<file path="src/rtl/vgauss5_column_filter.sv">
// Vertical 5-tap Gaussian [1 4 6 4 1]/16 over one window column.
// Drops the upstream priming samples after clr, tags every accepted pixel
// with its frame position, and marks outputs whose full 5-row support lies
// inside the frame. Three enabled cycles from accepted sample to outputs.
module vgauss5_column_filter #(
  parameter int block_height = 5,
  parameter int pixel_depth  = 8,
  parameter int frame_width  = 640,
  parameter int frame_height = 480,
  parameter int in_lead      = 1
) (
  input  logic                                clk,
  input  logic                                clr,
  input  logic                                enable,
  input  logic [block_height*pixel_depth-1:0] Window,
  output logic [pixel_depth-1:0]              out_pix,
  output logic                                out_valid,
  output logic [9:0]                          out_x,
  output logic [9:0]                          out_y,
  output logic                                frame_done
);

  localparam int PAIR_W = pixel_depth + 1;  // sum of two pixels
  localparam int SUM_W  = pixel_depth + 4;  // weighted sum, max 16*(2^pd-1)
  localparam int LEAD_W = (in_lead > 0) ? $clog2(in_lead + 1) : 1;

  if (block_height != 5) begin : g_height_check
    $error("vgauss5_column_filter: block_height must be 5");
  end

  // Position tag travelling alongside the data through the pipeline.
  typedef struct packed {
    logic       live;  // an accepted sample, not a lead or idle bubble
    logic [9:0] x;
    logic [9:0] y;
    logic       last;  // bottom-right pixel of the frame
  } tag_t;

  // Column taps; slice 2 is the centre row of the kernel.
  logic [pixel_depth-1:0] p0, p1, p2, p3, p4;
  assign p0 = Window[0*pixel_depth +: pixel_depth];
  assign p1 = Window[1*pixel_depth +: pixel_depth];
  assign p2 = Window[2*pixel_depth +: pixel_depth];
  assign p3 = Window[3*pixel_depth +: pixel_depth];
  assign p4 = Window[4*pixel_depth +: pixel_depth];

  logic [LEAD_W-1:0] lead_cnt;
  logic              lead_done;
  logic              accept;
  logic [9:0]        x_cnt;
  logic [9:0]        y_cnt;
  logic              x_last;
  logic              y_last;

  assign lead_done = (lead_cnt == LEAD_W'(in_lead));
  assign accept    = enable && lead_done;
  assign x_last    = (x_cnt == 10'(frame_width - 1));
  assign y_last    = (y_cnt == 10'(frame_height - 1));

  // Count the enabled samples discarded while the upstream window primes.
  always_ff @(posedge clk) begin
    // NOTE: sequential state uses non-blocking assignments so every register
    // samples the pre-edge values of the others, independent of block order.
    if (clr) begin
      lead_cnt <= '0;
    end else if (enable && !lead_done) begin
      lead_cnt <= lead_cnt + 1'b1;
    end
  end

  // Raster position of the next accepted sample; x wraps into y, y wraps to 0.
  always_ff @(posedge clk) begin
    if (clr) begin
      x_cnt <= '0;
      y_cnt <= '0;
    end else if (accept) begin
      if (x_last) begin
        x_cnt <= '0;
        y_cnt <= y_last ? 10'd0 : y_cnt + 10'd1;
      end else begin
        x_cnt <= x_cnt + 10'd1;
      end
    end
  end

  // Pipeline registers.
  logic [PAIR_W-1:0]      s1_a;
  logic [PAIR_W-1:0]      s1_b;
  logic [pixel_depth-1:0] s1_c;
  tag_t                   s1_tag;
  logic [SUM_W-1:0]       s2_sum;
  tag_t                   s2_tag;

  logic [SUM_W-1:0] weighted;
  logic [SUM_W-1:0] rounded;

  // 1*(a) + 4*(b) + 6*c with shifts and adds only.
  assign weighted = SUM_W'(s1_a)
                  + (SUM_W'(s1_b) << 2)
                  + (SUM_W'(s1_c) << 2)
                  + (SUM_W'(s1_c) << 1);
  // Round half up before dividing by 16; the result always fits pixel_depth.
  assign rounded  = s2_sum + SUM_W'(8);

  // Three-stage filter pipeline: pair sums, weighted sum, rounded output.
  always_ff @(posedge clk) begin
    // NOTE: the pipeline data registers are reset along with the control bits
    // so a clr leaves no stale pixel or position visible on the outputs.
    if (clr) begin
      s1_a       <= '0;
      s1_b       <= '0;
      s1_c       <= '0;
      s1_tag     <= '0;
      s2_sum     <= '0;
      s2_tag     <= '0;
      out_pix    <= '0;
      out_valid  <= 1'b0;
      out_x      <= '0;
      out_y      <= '0;
      frame_done <= 1'b0;
    end else if (enable) begin
      s1_a        <= {1'b0, p0} + {1'b0, p4};
      s1_b        <= {1'b0, p1} + {1'b0, p3};
      s1_c        <= p2;
      s1_tag.live <= accept;
      s1_tag.x    <= x_cnt;
      s1_tag.y    <= y_cnt;
      s1_tag.last <= x_last && y_last;

      s2_sum      <= weighted;
      s2_tag      <= s1_tag;

      out_pix     <= rounded[SUM_W-1:4];
      out_valid   <= s2_tag.live && (s2_tag.y >= 10'd4);
      out_x       <= s2_tag.x;
      out_y       <= s2_tag.y - 10'd2;
      frame_done  <= s2_tag.live && s2_tag.last;
    end
  end

endmodule

</file>
<file path="config.mk">
export PLATFORM = sky130hd
export DESIGN_NAME = vgauss5_column_filter
export DESIGN_NICKNAME = d
export VERILOG_FILES = /design/src/rtl/vgauss5_column_filter.sv
export SDC_FILE = /design/constraint.sdc
export NUM_CORES = 1
export LEC_CHECK = 0
export ABC_CLOCK_PERIOD_IN_PS = 2800
export BUFFER_PORTS_ARGS = -buffer_cell sky130_fd_sc_hd__buf_2
export CORE_MARGIN = 3
export CORE_UTILIZATION = 49
export DETAILED_ROUTE_END_ITERATION = 16
export GPL_TIMING_DRIVEN = 0
export PLACE_DENSITY = 0.68
export SLEW_MARGIN = 40
export SYNTH_ARGS = -nofsm -noshare
export SYNTH_HDL_FRONTEND = slang
export SYNTH_SLANG_ARGS = --single-unit
</file>
<file path="constraint.sdc">
create_clock -name clk -period 2.8 [get_ports clk]
set_input_delay 0.56 -clock clk [delete_from_list [all_inputs] [get_ports clk]]
set_output_delay 0.56 -clock clk [all_outputs]
set_load 0.05 [all_outputs]
</file>
==> impl_metrics.tcl, run 1 <==
set metrics [dict create \
    status "finished, violations left" \
    violations "negative setup slack" \
    syn_area_um2 6310 \
    h-tree-depth 4 \
    synth_edf_count 0 \
    start_util 0.513 \
    ys_types 46 \
    die_w_um 119 \
    fillers 1055 \
    core_area_um2 12300 \
    post-dp-hpwl_um 11300 \
    clock_path_buffers 2 \
    antenna_found_initial 0 \
    power.total_w 0.00513 \
    leakage_nw 3.34 \
    hold_ws_ps 391 \
    worstMarginPinSlew_ps 820 \
    min_period_ps 2910 \
    avgViaCountPerCell 5.40 \
    finalWirelength_um 15400 \
    clkSlewWorstSetupHoldPaths_ps 50 \
    cts_buffers 17 \
    layout_common_cells "nor2_1, dfxtp_1, mux2i_1, buf_2, inv_1" \
    firstDrtPassIters 5 \
    dieArea_um2 14300 \
    yosys-top-cells-area "dfxtp_1, mux2i_1, nor2_1" \
    tritoncts "built" \
    ios 73 \
    finClkSkew_ps 7.89 \
    arrival_ps 3170 \
    synth.largest_area_cell "dfxtp_1" \
    yosys_warnings 0 \
    avgRoutedWirePerCell_um 15.9 \
    finalHoldViolations 0 \
    hold_class "input pin to flop" \
    insertion_delay_ps 410 \
    routabilityCongestion 0.891 \
    ys_seq_area_frac 0.409 \
    drtIter0Drc 256 \
    syn2layout_area_growth_pct 20.9 \
    num_rows 40 \
    required_ps 3060 \
    clockRootBuffer "clkbuf_16" \
    ir_worst_vdd_mv 0.406 \
    drv_slew 0 \
    fmax_ghz 0.344 \
    avgSynthCellArea_um2 9.13 \
    power.density_nw_per_um2 673 \
    drc 0 \
    grt_pass1_vias 5119 \
    setup_violations 2 \
    grt_use_total 0.224 \
    die_y_um 119 \
    drive_gt1_frac 0.163 \
    rsz0062_at_grt "true" \
    via_count 5215 \
    grt_max_degree 17 \
    grt_pass1_wl_um 25600 \
    crit_path_end_kind "flop" \
    start_kind "flop" \
    period_share 1.04 \
    nets 876 \
    tns_ps -186 \
    critPathMaxFanout 3 \
    maxSlewHeadroom 0.454 \
    portBuffers 71 \
    synth_seq_cells 129 \
    grt.overflow.total 0 \
    cap_violations 0 \
    synthFlopType "dfxtp_1" \
    ys_async_sr_fraction 0 \
    synth.top_cell.area_share 0.409 \
    syn-num-nets 781 \
    cts.sinks 129 \
    synthCells 691 \
    ant_nets 0 \
    finalWorstSetupSlack_ps -106 \
    diodes 0 \
    crit_type "flop to flop" \
]
## per-layer routing
layer | up-vias | track usage | share of wire
li1 | 2593 | - | -
met1 | 2477 | 0.302 | 0.47
met2 | 125 | 0.356 | 0.46
met3 | 20 | 0.0533 | 0.050
met4 | 0 | 0.0709 | 0.014
met5 | - | 0 | 0
## worst max-delay path, stage by stage (launching register included)
cell	delay, ps
dfxtp_2	340
inv_2	40
fa_1	480
fa_1	500
inv_2	40
ha_4	160
fa_2	360
a211oi_2	220
o21ai_2	110
o31ai_2	200
xor2_1	210
a211oi_2	90
## cell families after synthesis
kind of cell    synth area share
simple gates               0.167
flops                      0.409
compound gates             0.115
buf+inv                   0.0452
mux                        0.113
fa+ha+maj                  0.112
xor+xnor                  0.0389
## where the power goes
| group | total (W) | switching (W) | internal [W] |
|---|---|---|---|
| clock | 0.00231 | 0.000754 | 0.00156 |
| combinational | 0.000836 | 0.000497 | 0.000339 |
| sequential | 0.00199 | 0.0000690 | 0.00192 |
| total | 0.00513 | 0.00132 | 0.00381 |
## flip-flops by register name (all words and copies together) (netlist names), 9 cells and up
| register | flops |
|---|---|
| s2_tag | 22 |
| out_x | 10 |
| x_cnt | 10 |
| s1_tag | 22 |
| out_y | 10 |
| s1_b | 9 |
| s2_sum | 9 |
| y_cnt | 10 |
## layout make-up
cell class	count	area (um2)	share of cell area
Multi-Input combinational cell	486	3540	0.464
Sequential cell	129	2590	0.339
Clock buffer	26	489	0.0641
Timing Repair Buffer	76	393	0.0515
Tap cell	168	210	0.0275
Inverter	43	161	0.0211
Clock inverter	5	125	0.0164
Buffer	33	125	0.0164
## final timing paths
path | slack, ps | startpoint | endpoint | cells after the start
max | -110 | s1_c[1] | s2_sum[11] | 11
min | 390 | Window[17] | s1_c[1] | 3
max reg2reg | -110 | s1_c[1] | s2_sum[11] | 11
min reg2reg | 470 | s1_a[6] | s1_a[6] | 1
## what timing repair did
item,in CTS,in global routing
gates resized for setup,10,10
setup endpoints to repair,3,5
buffers inserted,3,2
pin swaps,9,10
hold buffers,0,0
## cells in the mapped netlist (all sizes together) (3+ instances only)
master and count:
a211oi 23, nand4 8, a31oi 4, xnor2 13, nand3 13, ha 31
or4 4, nand2 29, or3 7, nor2 123, dfxtp 129, buf 11
nor3 13, a21o 4, a311oi 5, nand2b 7, mux2i 71, a21oi 28
or4b 3, nor4 4, inv 43, fa 16, o21a 5, o31a 5
o21ai 24, xor2 15, clkbuf 22, nor3b 3, and3 6
## metrics by stage
| stage | std cells | worst slack, ps | utilization | cell area, um2 |
|---|---|---|---|---|
| 6_report | 966 | -106 | 0.620 | 7630 |
| 5_1_grt | 966 | -200 | 0.620 | 7630 |
| 4_1_cts | 964 | -101 | 0.616 | 7580 |
| 3_5_place_dp | 930 | -262 | 0.561 | 6900 |
| 3_3_place_gp | 930 | -202 | 0.560 | 6900 |
| 2_1_floorplan | 691 | -30.2 | - | 6330 |
Power figures use the tool's default switching activity.
==> run 2: changes to the inputs <==
--- a/config.mk
+++ b/config.mk
@@ -7,11 +7,11 @@
 export LEC_CHECK = 0
 export ABC_CLOCK_PERIOD_IN_PS = 2800
 export BUFFER_PORTS_ARGS = -buffer_cell sky130_fd_sc_hd__buf_2
-export CORE_MARGIN = 3
-export CORE_UTILIZATION = 49
+export CORE_MARGIN = 5
+export CORE_UTILIZATION = 30
 export DETAILED_ROUTE_END_ITERATION = 16
 export GPL_TIMING_DRIVEN = 0
-export PLACE_DENSITY = 0.68
+export PLACE_DENSITY = 0.45
 export SLEW_MARGIN = 40
 export SYNTH_ARGS = -nofsm -noshare
 export SYNTH_HDL_FRONTEND = slang
==> run 2 against run 1 <==
Compared with the run above:
- the flow still finishes with violations (negative setup slack)
- final cell count is 11% higher
- sequential power hardly changed
- maximum frequency is 1.5% higher
- die area is 68% higher
- combinational power is 0.7% lower
- largest power group unchanged
==> impl_metrics.tcl, run 2 (synthesized netlist as in run 1, its figures left out) <==
set metrics [dict create \
    avgViaCountPerCell 4.74 \
    h-tree-depth 4 \
    tritoncts "built" \
    tns_ps -67.7 \
    start_kind "flop" \
    setup_violations 2 \
    die_y_um 155 \
    grt_pass1_vias 5314 \
    cts_buffers 17 \
    critPathMaxFanout 2 \
    crit_type "flop to flop" \
    firstDrtPassIters 4 \
    portBuffers 71 \
    final_cell_area_um2 7700 \
    drc 0 \
    leakage_nw 3.31 \
    clock_path_buffers 2 \
    core_area_um2 20900 \
    arrival_ps 3130 \
    grt_max_degree 17 \
    ant_nets 0 \
    dieArea_um2 24000 \
    drive_gt1_frac 0.164 \
    finalWorstSetupSlack_ps -61.5 \
    fmax_ghz 0.349 \
    violations "negative setup slack" \
    via_count 5085 \
    die_w_um 155 \
    syn2layout_area_growth_pct 22.0 \
    final_common_cell "dfxtp_1" \
    finalWirelength_um 16700 \
    crit_path_end_kind "flop" \
    worstMarginPinSlew_ps 799 \
    cap_violations 0 \
    period_share 1.02 \
    routabilityCongestion 0.803 \
    diodes 0 \
    dp_slack_ps -260 \
    rsz0062_at_grt "true" \
    drv_slew 0 \
    status "finished, violations left" \
    post-dp-hpwl_um 12600 \
    hold_class "input pin to flop" \
    start_util 0.302 \
    finalHoldViolations 0 \
    num_rows 53 \
    drtIter0Drc 201 \
    avgRoutedWirePerCell_um 15.5 \
    grt.overflow.total 0 \
    fin_util 0.369 \
    cts.sinks 129 \
    clockRootBuffer "clkbuf_16" \
    clkSlewWorstSetupHoldPaths_ps 60 \
    insertion_delay_ps 420 \
    nets 875 \
    grt_pass1_wl_um 27600 \
    layout_common_cells "dfxtp_1, nor2_1, mux2i_1, buf_2, inv_1" \
    ios 73 \
    min_period_ps 2860 \
    power.density_nw_per_um2 650 \
    required_ps 3070 \
    finClkSkew_ps 6.89 \
    placed_cell_area_um2 7040 \
    ir_worst_vdd_mv 0.465 \
    maxSlewHeadroom 0.468 \
    top_regs "s1_tag (22), s2_tag (22)" \
    antenna_found_initial 0 \
    grt_use_total 0.145 \
]
-- run 2: changes by cell type in the layout (fill, tap and decap cells not counted), sizes merged --
cell and change:
clkinvlp +2, clkbuf -5, buf -1, clkinv +4, bufinv -1
-- run 2: what timing repair did --
| action | CTS | global route |
|---|---|---|
| gates resized for setup | 11 | 8 |
| pin swaps | 11 | 3 |
| buffers inserted | 2 | 2 |
| endpoints found under the setup margin | 4 | 5 |
| hold buffers | 0 | 0 |
| hold endpoints to repair | 0 | 0 |
-- run 2: worst max-delay path, cell delays in order, from the launching register on --
cell and delay, ps:
dfxtp_2 330, inv_2 40, fa_1 480, fa_1 510
inv_2 50, ha_4 150, fa_2 360, a211oi_2 220
o21ai_2 100, o31ai_2 200, xor2_1 200, a211oi_1 90
-- run 2: worst paths after layout --
kind	depth (start not counted)	start	end	slack [ps]
worst max-delay path	11	s1_c[1]	s2_sum[11]	-60
worst min-delay path	3	Window[23]	s1_c[7]	390
worst max register to register	11	s1_c[1]	s2_sum[11]	-60
worst min register to register	2	out_y[2]	out_y[2]	480
-- run 2: through the flow --
step           power [W]  hold slack (ps)  instances
6_report         0.00501              387       1072
5_1_grt          0.00526              389       1072
4_1_cts          0.00506              372       1070
3_5_place_dp     0.00282              468       1037
3_3_place_gp     0.00281              457       1037
2_1_floorplan    0.00258              442        691
-- run 2: cell type report --
cell class	count	area [um2]
tap	275	344
fill	2147	13200
buffer	33	125
timing repair buffer	75	385
clock buffer	21	440
inverter	43	161
sequential	129	2590
multi-input combinational	486	3520
clock inverter	10	138
-- run 2: power breakdown --
part / leakage (nW) / total, W / switching [W] / internal [W]
registers: 1.05 / 0.00199 / 0.0000690 / 0.00192
clock network: 0.277 / 0.00219 / 0.000802 / 0.00139
logic: 1.98 / 0.000830 / 0.000494 / 0.000336
-- run 2: per-layer routing --
metal  up-vias  track usage  wire (um)
met5         -            0          0
met3        20       0.0403        649
met4         0       0.0421        251
met2        65        0.248       8130
met1      2404        0.178       7630
li1       2596            -          -
==> run 3: changes to the inputs <==
--- a/config.mk
+++ b/config.mk
@@ -5,7 +5,7 @@
 export SDC_FILE = /design/constraint.sdc
 export NUM_CORES = 1
 export LEC_CHECK = 0
-export ABC_CLOCK_PERIOD_IN_PS = 2800
+export ABC_CLOCK_PERIOD_IN_PS = 2400
 export BUFFER_PORTS_ARGS = -buffer_cell sky130_fd_sc_hd__buf_2
 export CORE_MARGIN = 5
 export CORE_UTILIZATION = 30
==> constraint.sdc (replaced) <==
create_clock -name clk -period 2.4 [get_ports clk]
set_input_delay 0.48 -clock clk [delete_from_list [all_inputs] [get_ports clk]]
set_output_delay 0.48 -clock clk [all_outputs]
set_load 0.05 [all_outputs]
==> run 3 against run 2 <==
Compared with the run above:
- the run still ends with negative setup slack left
- combinational power is 29% higher
- clock power is 30% higher
- sequential power is 17% higher
- count of clock-buffer cells in the layout is 1 lower
- die area stayed put
- critical endpoint unchanged
==> impl_metrics.tcl, run 3 (synthesized netlist as in run 1, its figures left out) <==
set metrics [dict create \
    layout_common_cells "nor2_1, dfxtp_1, mux2i_1, buf_2, inv_1" \
    reg2reg_to "s2_sum[11]" \
    stdcell_count 1077 \
    firstDrtPassIters 4 \
    swShare 0.267 \
    violations "negative setup slack" \
    avgViaCountPerCell 4.78 \
    antenna_found_initial 1 \
    syn2layout_area_growth_pct 24.9 \
    core_area_um2 20900 \
    diodes 0 \
    cap_violations 0 \
    avgRoutedWirePerCell_um 15.8 \
    clockRootBuffer "clkbuf_16" \
    num_rows 53 \
    post-dp-hpwl_um 12800 \
    internal_power_w 0.00456 \
    crit_type "flop to flop" \
    worstMarginPinSlew_ps 823 \
    status "finished, violations left" \
    place_inst 1037 \
    min_period_ps 2950 \
    drtIter0Drc 175 \
    routabilityCongestion 0.797 \
    hold_class "input pin to flop" \
    insertion_delay_ps 420 \
    grt.overflow.total 0 \
    grt_pass1_vias 5243 \
    ant_nets 0 \
    holdBufCountCts 0 \
    start_kind "flop" \
    timing.rr.start "s1_c[1]" \
    placed_cell_area_um2 7100 \
    drc 0 \
    finClkSkew_ps 10.5 \
    leakage_nw 3.38 \
    die_y_um 155 \
    switching_power_w 0.00166 \
    start_util 0.302 \
    top_regs "s1_tag (22), s2_tag (22)" \
    final_cell_area_um2 7890 \
    finalWirelength_um 17000 \
    clock_power_share 0.456 \
    h-tree-depth 4 \
    drive_gt1_frac 0.185 \
    power.density_nw_per_um2 790 \
    ios 73 \
    critical_path.startpoint "s1_c[1]" \
    finalWorstSetupSlack_ps -554 \
    clock_path_buffers 2 \
    rsz0062_at_grt "true" \
    arrival_ps 3220 \
    grt_use_total 0.146 \
    fmax_ghz 0.339 \
    critPathMaxFanout 2 \
    setup_violations 7 \
    finalHoldViolations 0 \
    crit_path_end "s2_sum[11]" \
    r2r_cells 11 \
    fillers 2157 \
    die_w_um 155 \
    combPwrFrac 0.171 \
    r2r_slack_ps -550 \
    cts_buffers 17 \
    maxSlewHeadroom 0.451 \
    drv_slew 0 \
    grt_max_degree 17 \
    clkSlewWorstSetupHoldPaths_ps 60 \
    crit_path_end_kind "flop" \
    period_share 1.23 \
    required_ps 2670 \
    via_count 5143 \
    ir_worst_vdd_mv 0.503 \
    dieArea_um2 24000 \
    grt_pass1_wl_um 27700 \
    tritoncts "built" \
    portBuffers 71 \
    cts.sinks 129 \
    seq_power_share 0.372 \
    nets 879 \
]
## run 3: cell count changes in the layout (fill, tap and decap cells not counted), sizes merged
cell / previous run / this run
inv: 43 / 44
bufinv: 3 / 5
clkinv: 5 / 4
buf: 85 / 89
clkbuf: 44 / 43
## run 3: worst min-delay path by stage
stage | slack [ps] | cells past startpoint | to | from
2_1_floorplan | 440 | 1 | s1_a[6] | s1_a[6]
3_3_place_gp | 460 | 2 | s1_tag[0] | s1_tag[0]
3_5_place_dp | 470 | 2 | s1_tag[21] | s1_tag[21]
4_1_cts | 290 | 3 | s1_c[7] | Window[23]
5_1_grt | 310 | 3 | s1_c[2] | Window[18]
6_report | 300 | 3 | s1_c[7] | Window[23]
## run 3: cell type report
class,instances,area (um2),area share
multi-input cells,486,3590,0.455
repair buffers,79,419,0.0532
well taps,275,344,0.0436
inverters,43,161,0.0205
plain buffers,33,125,0.0159
clock buffers,20,447,0.0566
clock inverters,12,205,0.0260
flip-flops and latches,129,2590,0.329
## run 3: layer usage
metal  routed length [um]  global-route usage  vias up
met1                 7580               0.182     2434
met5                   11                   0        -
met4                  250              0.0479        2
li1                     -                   -     2603
met2                 8190               0.246       85
met3                  943              0.0401       19
## run 3: critical path: stages, from the launching register on
cell      delay (ps)
dfxtp_2          330
inv_2             40
fa_1             490
fa_1             510
inv_2             50
ha_4             160
fa_2             380
a211oi_2         220
o21ai_2          100
o31ai_2          200
xor2_1           240
a211oi_1         100
## run 3: power groups by stage
stage	clock network (W)	registers (W)	logic (W)
5_1_grt	0.00299	0.00233	0.00119
6_report	0.00284	0.00232	0.00107
2_1_floorplan	0	0.00242	0.000659
4_1_cts	0.00291	0.00232	0.00104
3_5_place_dp	0	0.00236	0.000994
3_3_place_gp	0	0.00236	0.000982
## run 3: timing repair
item | CTS | global route
endpoints found under the setup margin | 7 | 8
buffers inserted | 3 | 5
pin swaps | 12 | 10
resized for setup | 11 | 8
## run 3: metrics by stage
step / power [W] / worst slack (ps) / hold WS [ps] / util / setup TNS, ps
after CTS: 0.00627 / -564 / 288 / 0.374 / -1890
after global placement: 0.00335 / -704 / 459 / 0.340 / -5240
after floorplan: 0.00308 / -425 / 442 / - / -944
final: 0.00623 / -554 / 297 / 0.377 / -2090
after detailed placement: 0.00336 / -676 / 467 / 0.340 / -6330
after global routing: 0.00652 / -661 / 309 / 0.377 / -2870
